**src/rtl/cache_performance_reader_pkg.sv**
```systemverilog
// rtl/cache_performance_reader_pkg.sv - select codes, field positions and enums for the monitor readout sequencer
package cache_performance_reader_pkg;

    localparam int SEL_W      = 5;
    localparam int SEL_MSB    = 4;
    localparam int SEL_LSB    = 0;
    localparam int ENABLE_BIT = 24;

    localparam logic [SEL_W-1:0] SEL_CYCLE_LO     = 5'h00;
    localparam logic [SEL_W-1:0] SEL_CYCLE_HI     = 5'h01;
    localparam logic [SEL_W-1:0] SEL_HIT_LO       = 5'h02;
    localparam logic [SEL_W-1:0] SEL_HIT_HI       = 5'h03;
    localparam logic [SEL_W-1:0] SEL_MISS_LO      = 5'h04;
    localparam logic [SEL_W-1:0] SEL_MISS_HI      = 5'h05;
    localparam logic [SEL_W-1:0] SEL_WRITEBACK_LO = 5'h06;
    localparam logic [SEL_W-1:0] SEL_WRITEBACK_HI = 5'h07;
    localparam logic [SEL_W-1:0] SEL_EXPIRED_LO   = 5'h08;
    localparam logic [SEL_W-1:0] SEL_EXPIRED_HI   = 5'h09;
    localparam logic [SEL_W-1:0] SEL_DEFAULT_LO   = 5'h0A;
    localparam logic [SEL_W-1:0] SEL_DEFAULT_HI   = 5'h0B;
    localparam logic [SEL_W-1:0] SEL_CACHE_ID     = 5'h0F;

    typedef enum logic [2:0] {
        MID_CYCLE     = 3'd0,
        MID_HIT       = 3'd1,
        MID_MISS      = 3'd2,
        MID_WRITEBACK = 3'd3,
        MID_EXPIRED   = 3'd4,
        MID_DEFAULT   = 3'd5
    } metric_id_e;

    typedef enum logic [3:0] {
        ST_IDLE,
        ST_SEL_LO,
        ST_WAIT_LO,
        ST_SEL_HI,
        ST_WAIT_HI,
        ST_EMIT,
        ST_SEL_ID,
        ST_WAIT_ID,
        ST_DONE
    } state_e;

    // Counter halves are laid out as lo = 2k, hi = 2k+1, so the top code is DEFAULT_HI.
    function automatic logic [SEL_W-1:0] counter_select(input metric_id_e k, input logic hi);
        return {1'b0, k, hi};
    endfunction

endpackage

```
**src/rtl/cache_performance_reader.sv**
```systemverilog
// rtl/cache_performance_reader.sv - sequences the monitor select/data pair and streams six 64-bit counters
module cache_performance_reader
    import cache_performance_reader_pkg::*;
#(
    parameter int BW_CONFIG_REGS   = 32,
    parameter int SETTLE_CYCLES    = 2,
    parameter bit HOLD_DURING_READ = 1'b1
) (
    input  logic                      clock_i,
    input  logic                      resetn_i,
    input  logic                      enable_i,
    input  logic                      start_i,
    input  logic [BW_CONFIG_REGS-1:0] data_i,
    output logic [BW_CONFIG_REGS-1:0] config_o,
    output logic                      busy_o,
    output logic                      done_o,
    output logic                      metric_valid_o,
    input  logic                      metric_ready_i,
    output logic [2:0]                metric_id_o,
    output logic [63:0]               metric_data_o,
    output logic [BW_CONFIG_REGS-1:0] cache_id_o
);

    localparam int               CNT_W       = $clog2(SETTLE_CYCLES + 1);
    localparam logic [CNT_W-1:0] SETTLE_LOAD = CNT_W'(SETTLE_CYCLES - 1);

    state_e           state;
    metric_id_e       k;
    logic [CNT_W-1:0] settle_cnt;
    logic             count_en;
    logic [SEL_W-1:0] sel;
    logic             settled;

    assign settled = (settle_cnt == '0);

    always_comb begin
        config_o                  = '0;
        config_o[ENABLE_BIT]      = count_en;
        config_o[SEL_MSB:SEL_LSB] = sel;
    end

    always_ff @(posedge clock_i or negedge resetn_i) begin
        if (!resetn_i) begin
            state          <= ST_IDLE;
            k              <= MID_CYCLE;
            settle_cnt     <= '0;
            count_en       <= 1'b0;
            sel            <= '0;
            busy_o         <= 1'b0;
            done_o         <= 1'b0;
            metric_valid_o <= 1'b0;
            metric_id_o    <= '0;
            metric_data_o  <= '0;
            cache_id_o     <= '0;
        end else begin
            done_o <= 1'b0;
            // A held readout keeps the monitor frozen so hi/lo and all six metrics share one snapshot.
            if (!HOLD_DURING_READ || !busy_o) begin
                count_en <= enable_i;
            end
            case (state)
                ST_IDLE: begin
                    if (start_i) begin
                        state  <= ST_SEL_LO;
                        k      <= MID_CYCLE;
                        busy_o <= 1'b1;
                        if (HOLD_DURING_READ) begin
                            count_en <= 1'b0;
                        end
                    end
                end
                ST_SEL_LO: begin
                    sel        <= counter_select(k, 1'b0);
                    settle_cnt <= SETTLE_LOAD;
                    state      <= ST_WAIT_LO;
                end
                ST_WAIT_LO: begin
                    if (settled) begin
                        metric_data_o[31:0] <= 32'(data_i);
                        state               <= ST_SEL_HI;
                    end else begin
                        settle_cnt <= settle_cnt - CNT_W'(1);
                    end
                end
                ST_SEL_HI: begin
                    sel        <= counter_select(k, 1'b1);
                    settle_cnt <= SETTLE_LOAD;
                    state      <= ST_WAIT_HI;
                end
                ST_WAIT_HI: begin
                    if (settled) begin
                        metric_data_o[63:32] <= 32'(data_i);
                        metric_valid_o       <= 1'b1;
                        metric_id_o          <= k;
                        state                <= ST_EMIT;
                    end else begin
                        settle_cnt <= settle_cnt - CNT_W'(1);
                    end
                end
                ST_EMIT: begin
                    if (metric_ready_i) begin
                        metric_valid_o <= 1'b0;
                        if (k == MID_DEFAULT) begin
                            state <= ST_SEL_ID;
                        end else begin
                            k     <= metric_id_e'(k + 3'd1);
                            state <= ST_SEL_LO;
                        end
                    end
                end
                ST_SEL_ID: begin
                    sel        <= SEL_CACHE_ID;
                    settle_cnt <= SETTLE_LOAD;
                    state      <= ST_WAIT_ID;
                end
                ST_WAIT_ID: begin
                    if (settled) begin
                        cache_id_o <= data_i;
                        sel        <= '0;
                        busy_o     <= 1'b0;
                        done_o     <= 1'b1;
                        count_en   <= enable_i;
                        state      <= ST_DONE;
                    end else begin
                        settle_cnt <= settle_cnt - CNT_W'(1);
                    end
                end
                ST_DONE: begin
                    state <= ST_IDLE;
                end
                default: begin
                    state <= ST_IDLE;
                end
            endcase
        end
    end

endmodule

```
**config.mk**
```make
export PLATFORM = sky130hd
export DESIGN_NAME = cache_performance_reader
export DESIGN_NICKNAME = d
export VERILOG_FILES = /design/src/rtl/cache_performance_reader_pkg.sv /design/src/rtl/cache_performance_reader.sv
export SDC_FILE = /design/constraint.sdc
export NUM_CORES = 1
export LEC_CHECK = 0
export CAP_MARGIN = 20
export CORE_MARGIN = 1.5
export CORE_UTILIZATION = 46
export DETAILED_ROUTE_END_ITERATION = 16
export HOLD_SLACK_MARGIN = 0.05
export PLACE_DENSITY = 0.81
export SKIP_LAST_GASP = 1
export SLEW_MARGIN = 15
export SYNTH_ARGS = -nofsm -noshare
export SYNTH_HDL_FRONTEND = slang
export SYNTH_SLANG_ARGS = --single-unit
export TNS_END_PERCENT = 5
```
**constraint.sdc**
```tcl
create_clock -name clock_i -period 2 [get_ports clock_i]
set_clock_uncertainty 0.1 [all_clocks]
set_input_delay 0.3 -clock clock_i [delete_from_list [all_inputs] [get_ports clock_i]]
set_output_delay 0.3 -clock clock_i [all_outputs]
set_load 0.02 [all_outputs]
```
# == Word level (Yosys, flattened, before mapping) ==
# Index checks and enable logic that the tools add are counted.
# word_totals
inputBits,37
n_memories,0
ram_bits,0
reg_bits,117
latch_bits,0
word_cells,74
mem_bits_ro,0
# classes
magnitude_cmp,0
mul,0
eq_ne,15
shifts,0
n_div,0
mux,27
n_addsub,2
bitwise,0
n_reduce_logical,18
# op_table
operator,count
case mux 4 bit (8 select lines),1
2-to-1 mux 4 bit,5
case mux 5 bit (4 select lines),1
"equality test 4 x 3 -> 1 bit, second input constant",4
"inequality test 2 bit, second input constant",7
2-to-1 mux 3 bit,4
AND reduction 2 bit,5
2-to-1 mux 1 bit,9
"equality test 4 x 2 -> 1 bit, second input constant",2
nonzero test 2 bit,4
case mux 1 bit (2 select lines),3
case mux 3 bit (2 select lines),1
AND reduction 3 bit,2
OR reduction 3 bit,2
2-to-1 mux 5 bit,1
AND reduction 5 bit,1
"equality test 4 x 1 -> 1 bit, second input constant",1
zero test 4 bit,1
case mux 2 bit (2 select lines),1
AND reduction 4 bit,1
nonzero test 4 bit,1
"adder 3 x 1 -> 3 bit, second input constant",1
"equality test 3 bit, second input constant",1
zero test 2 bit,1
other kinds (2),2

# == Longest topological paths before layout ==
# logic_depth
depth_word,4
mapped_depth,8
depth_no_buf,6

# == Worst setup path after synthesis ==
# No wires, ideal clock.
# synth_timing
path_type,register -> register
from,register settle_cnt[0]
to,register state[2]
n_path_buf,1
path_stages_with_launch,8
slack_ns,0.225
arrival_ns,1.550
synth_period_minus_slack_ns,1.775
cell_sequence,dfrtp_1 > inv_1 > ha_1 > buf_2 > nor3b_1 > a32o_2 > a21oi_2 > mux2_4
# synth_between
elab_chain_cells,3
elab_cells_between_ends,5
cone_classes,eq/ne: 3; reduce/logical: 2
# synth_rtl
element,line,text
from (decl),cache_performance_reader.sv:29,logic [CNT_W-1:0] settle_cnt;
from (signal assigned),cache_performance_reader.sv:82,settle_cnt <= settle_cnt - CNT_W'(1);
from (signal assigned),cache_performance_reader.sv:97,settle_cnt <= settle_cnt - CNT_W'(1);
from (signal assigned),cache_performance_reader.sv:125,settle_cnt <= settle_cnt - CNT_W'(1);
zero test 2 bit (*),cache_performance_reader.sv:34,assign settled = (settle_cnt == '0);
inequality test 2 bit (no line),-,
AND reduction 5 bit (no line) (*),-,
to (signal assigned),cache_performance_reader.sv:44,state <= ST_IDLE;
to (signal assigned),cache_performance_reader.sv:64,state <= ST_SEL_LO;
to (signal assigned),cache_performance_reader.sv:75,state <= ST_WAIT_LO;
to (decl),cache_performance_reader.sv:27,state_e state;
# Mark *: on every way between the ends. The rest lies on a longest branch, timed or not.
# A chain may end at the register's enable or synchronous reset.

# == Final worst setup path ==
# layout_timing
from,register cache_id_o[15]
to,output port cache_id_o[15]
# layout_lines
element,line,text
from (decl),cache_performance_reader.sv:21,output logic [BW_CONFIG_REGS-1:0] cache_id_o
from (signal assigned),cache_performance_reader.sv:118,cache_id_o <= data_i;
# No word-level cell between the ends.

==> impl_metrics.json <==
{
  "first_pass_iters": 4,
  "crit_fanout": 2,
  "utilization_pct": 66.6,
  "powerDensity_mw_per_mm2": 1820,
  "cts_buffer_depth": 2,
  "p_switching_mw": 4.50,
  "yosysSeqAreaShare_pct": 57.2,
  "grt_max_degree": 117,
  "syn_area_mm2": 0.00508,
  "p_int_mw": 8.60,
  "route.detailed.wl_per_inst_um": 16.4,
  "cts_tree": "done",
  "coreArea_mm2": 0.0108,
  "dieArea_mm2": 0.0117,
  "postCtsSetupRepairBufs": 0,
  "clk_latency_ns": 0.50,
  "rsz0062_at_grt": "yes",
  "fp-row-count": 38,
  "nNetsFinal": 549,
  "die_w_um": 108,
  "crit_family": "buffers and inverters",
  "hold_violations": 0,
  "area_growth_pct": 41.6,
  "seqPwrFrac_pct": 31.9,
  "max_freq_mhz": 524,
  "grt_pass1_vias": 3355,
  "post-route-cell-area_mm2": 0.00719,
  "cp_cell_sequence": "clkdlybuf4s50_1",
  "synth_compound_area_share_pct": 3.97,
  "crit_type": "flip-flop to primary output",
  "syn_area_per_cell_um2": 14.4,
  "async_flop_share_pct": 100,
  "htree_levels": 4,
  "port_buffers": 143,
  "vias": 3286,
  "drv_slew": 0,
  "yosys-mux-area-fraction_pct": 24.8,
  "synth-simple-area-share_pct": 5.23,
  "ir_worst_vdd_mv": 0.910,
  "hold_path.class": "input pin to flip-flop",
  "switching_share_pct": 34.4,
  "synth_xor_xnor_area_share_pct": 0,
  "grt-ovfl-total": 0,
  "worst_slew_pin_slew_ns": 0.585,
  "cp_slowest_stage_delay_ns": 0.65,
  "status": "completed",
  "crit_path_top_delay_cell": "clkdlybuf4s50_1",
  "path_buf_inv": 1,
  "dr.first_iter.drc_count": 229,
  "diodes": 0,
  "worstPathArrival_ns": 1.51,
  "whs_ns": 0.302,
  "dieHeight_um": 108,
  "vias_per_cell": 4.96,
  "cts-root-buf": "clkbuf_8",
  "wl_mm": 10.9,
  "gp_congestion": 0.862,
  "synthCells": 353,
  "start_util_pct": 47.0,
  "slew_headroom_pct": 61.0,
  "synth_edf_count": 0,
  "worstSetupEndpointType": "primary output",
  "clkPwrFrac_pct": 23.5,
  "io_pins": 171,
  "dpl.hpwl_mm": 7.46,
  "final_common_cell": "clkdlybuf4s50_1",
  "dp_slack_ns": 0.159,
  "antenna_found_initial": 0,
  "detail-route-antenna-nets": 0,
  "required_ns": 1.60,
  "ys.flop_type": "dfrtp_1",
  "drive_above_1_share_pct": 28.5,
  "comb_power_share_pct": 44.7,
  "min_period_ns": 1.91,
  "synth_fa_ha_area_share_pct": 0.739,
  "grt_pass1_wl_mm": 17.4,
  "mostFrequentLayoutCells": "141 x clkdlybuf4s50_1, 116 x dfrtp_1, 67 x mux2_2, 28 x mux2_4, 27 x conb_1",
  "cts_num_sinks": 116,
  "route.detailed.drc": 0,
  "cap_violations": 0,
  "synth_top_family_by_area": "multiplexers",
  "synth_warnings": 0,
  "ys_ff_latch": 116,
  "grtUsageTotal_pct": 19.8,
  "synth_cell_types": 45,
  "power.leakage_nw": 3.17,
  "cp-start-kind": "flip-flop",
  "cts_made_buffers": 17,
  "cts.reportedPaths.clkPinSlew_ns": 0.06,
  "place_area_mm2": 0.00657,
  "power_mw": 13.1,
  "fin_crit_sh_pct": 95.5,
  "setup_ws_ns": 0.0904,
  "setup_viol": 0
}
[repair_timing]
item,in CTS,in global routing
hold buffers,1,0
hold endpoints to repair,116,0
gates resized for setup,0,1
setup endpoints to repair,0,2
[final cells by class]
class                           count  area [um^2]
Clock buffer                       21          459
Clock inverter                     11          149
Fill cell                         797         3610
Inverter                            9         33.8
Multi-Input combinational cell    208         1870
Sequential cell                   116         2900
Tap cell                          140          175
Timing Repair Buffer              157         1600
[sequential cells by signal, summed over array words and instances (netlist names)]
name	cells
metric_data_o	64
cache_id_o	32
sel	4
state	4
k	3
metric_id_o	3
settle_cnt	2
busy_o	1
count_en	1
done_o	1
metric_valid_o	1
[cells in the mapped netlist, types with 2 or more instances]
| cell type | n | area share, % |
|---|---|---|
| buf_12 | 4 | 1.6 |
| o2bb2ai_1 | 2 | 0.35 |
| a21oi_1 | 11 | 1.1 |
| nor2_1 | 12 | 0.89 |
| mux2i_1 | 4 | 0.79 |
| nand2b_1 | 2 | 0.25 |
| mux2_4 | 28 | 8.3 |
| nand2_1 | 8 | 0.59 |
| buf_4 | 28 | 4.1 |
| nor2b_1 | 2 | 0.25 |
| inv_1 | 9 | 0.67 |
| mux2_2 | 67 | 15 |
| nand3_1 | 4 | 0.39 |
| o21ai_0 | 7 | 0.69 |
| nand4_1 | 2 | 0.25 |
| ha_1 | 3 | 0.74 |
| nor2_2 | 2 | 0.25 |
| mux2_1 | 4 | 0.89 |
| dfrtp_1 | 116 | 57 |
| buf_6 | 2 | 0.44 |
| nand3b_1 | 2 | 0.30 |
| buf_2 | 11 | 1.1 |
[cell families after synthesis]
logic type / after synthesis
AND/OR/NAND/NOR: 44
multiplexers: 103
adder cells (fa/ha/maj): 3
flip-flops: 116
AO/OA/AOI/OAI: 31
other: 1
buffers and inverters: 55
[metal layers]
layer	up-vias	track usage, %	wire length [um]
met2	135	31.5	5330
met4	0	7.52	126
met3	11	6.51	752
li1	1496	-	-
met5	-	0	0
met1	1644	25.2	4650
[power groups by stage]
stage / registers [mW] / logic, mW / clock network [mW]
CTS: 4.18 / 5.92 / 3.13
global route: 4.32 / 6.23 / 3.25
detailed placement: 4.19 / 5.88 / 0
finish: 4.18 / 5.85 / 3.07
floorplan: 5.30 / 2.10 / 0
global placement: 4.13 / 5.75 / 0
[worst paths after layout]
path / to / startpoint / slack, ns / cells past startpoint
setup / recovery: cache_id_o[15] / cache_id_o[15] / 0.09 / 1
hold reg to reg: metric_valid_o / metric_valid_o / 0.38 / 2
hold / removal: count_en / enable_i / 0.30 / 3
setup reg to reg: cache_id_o[15] / state[2] / 0.13 / 4
min in group asynchronous: metric_data_o[43] / resetn_i / 0.34 / 3
max in group asynchronous: sel[3] / resetn_i / 1.05 / 3
[metrics by stage]
stage / setup TNS [ns] / instances
after floorplan: 0 / 379
after CTS: 0 / 662
after global placement: 0 / 629
after global routing: -0.000833 / 662
final: 0 / 662
after detailed placement: 0 / 629
[worst register-to-register path, stage by stage, from the launching register on]
cell     delay [ns]
dfrtp_1        0.51
nor2b_4        0.30
and4_4         0.28
buf_4          0.21
mux2_2         0.35
Power figures use the tool's default switching activity.
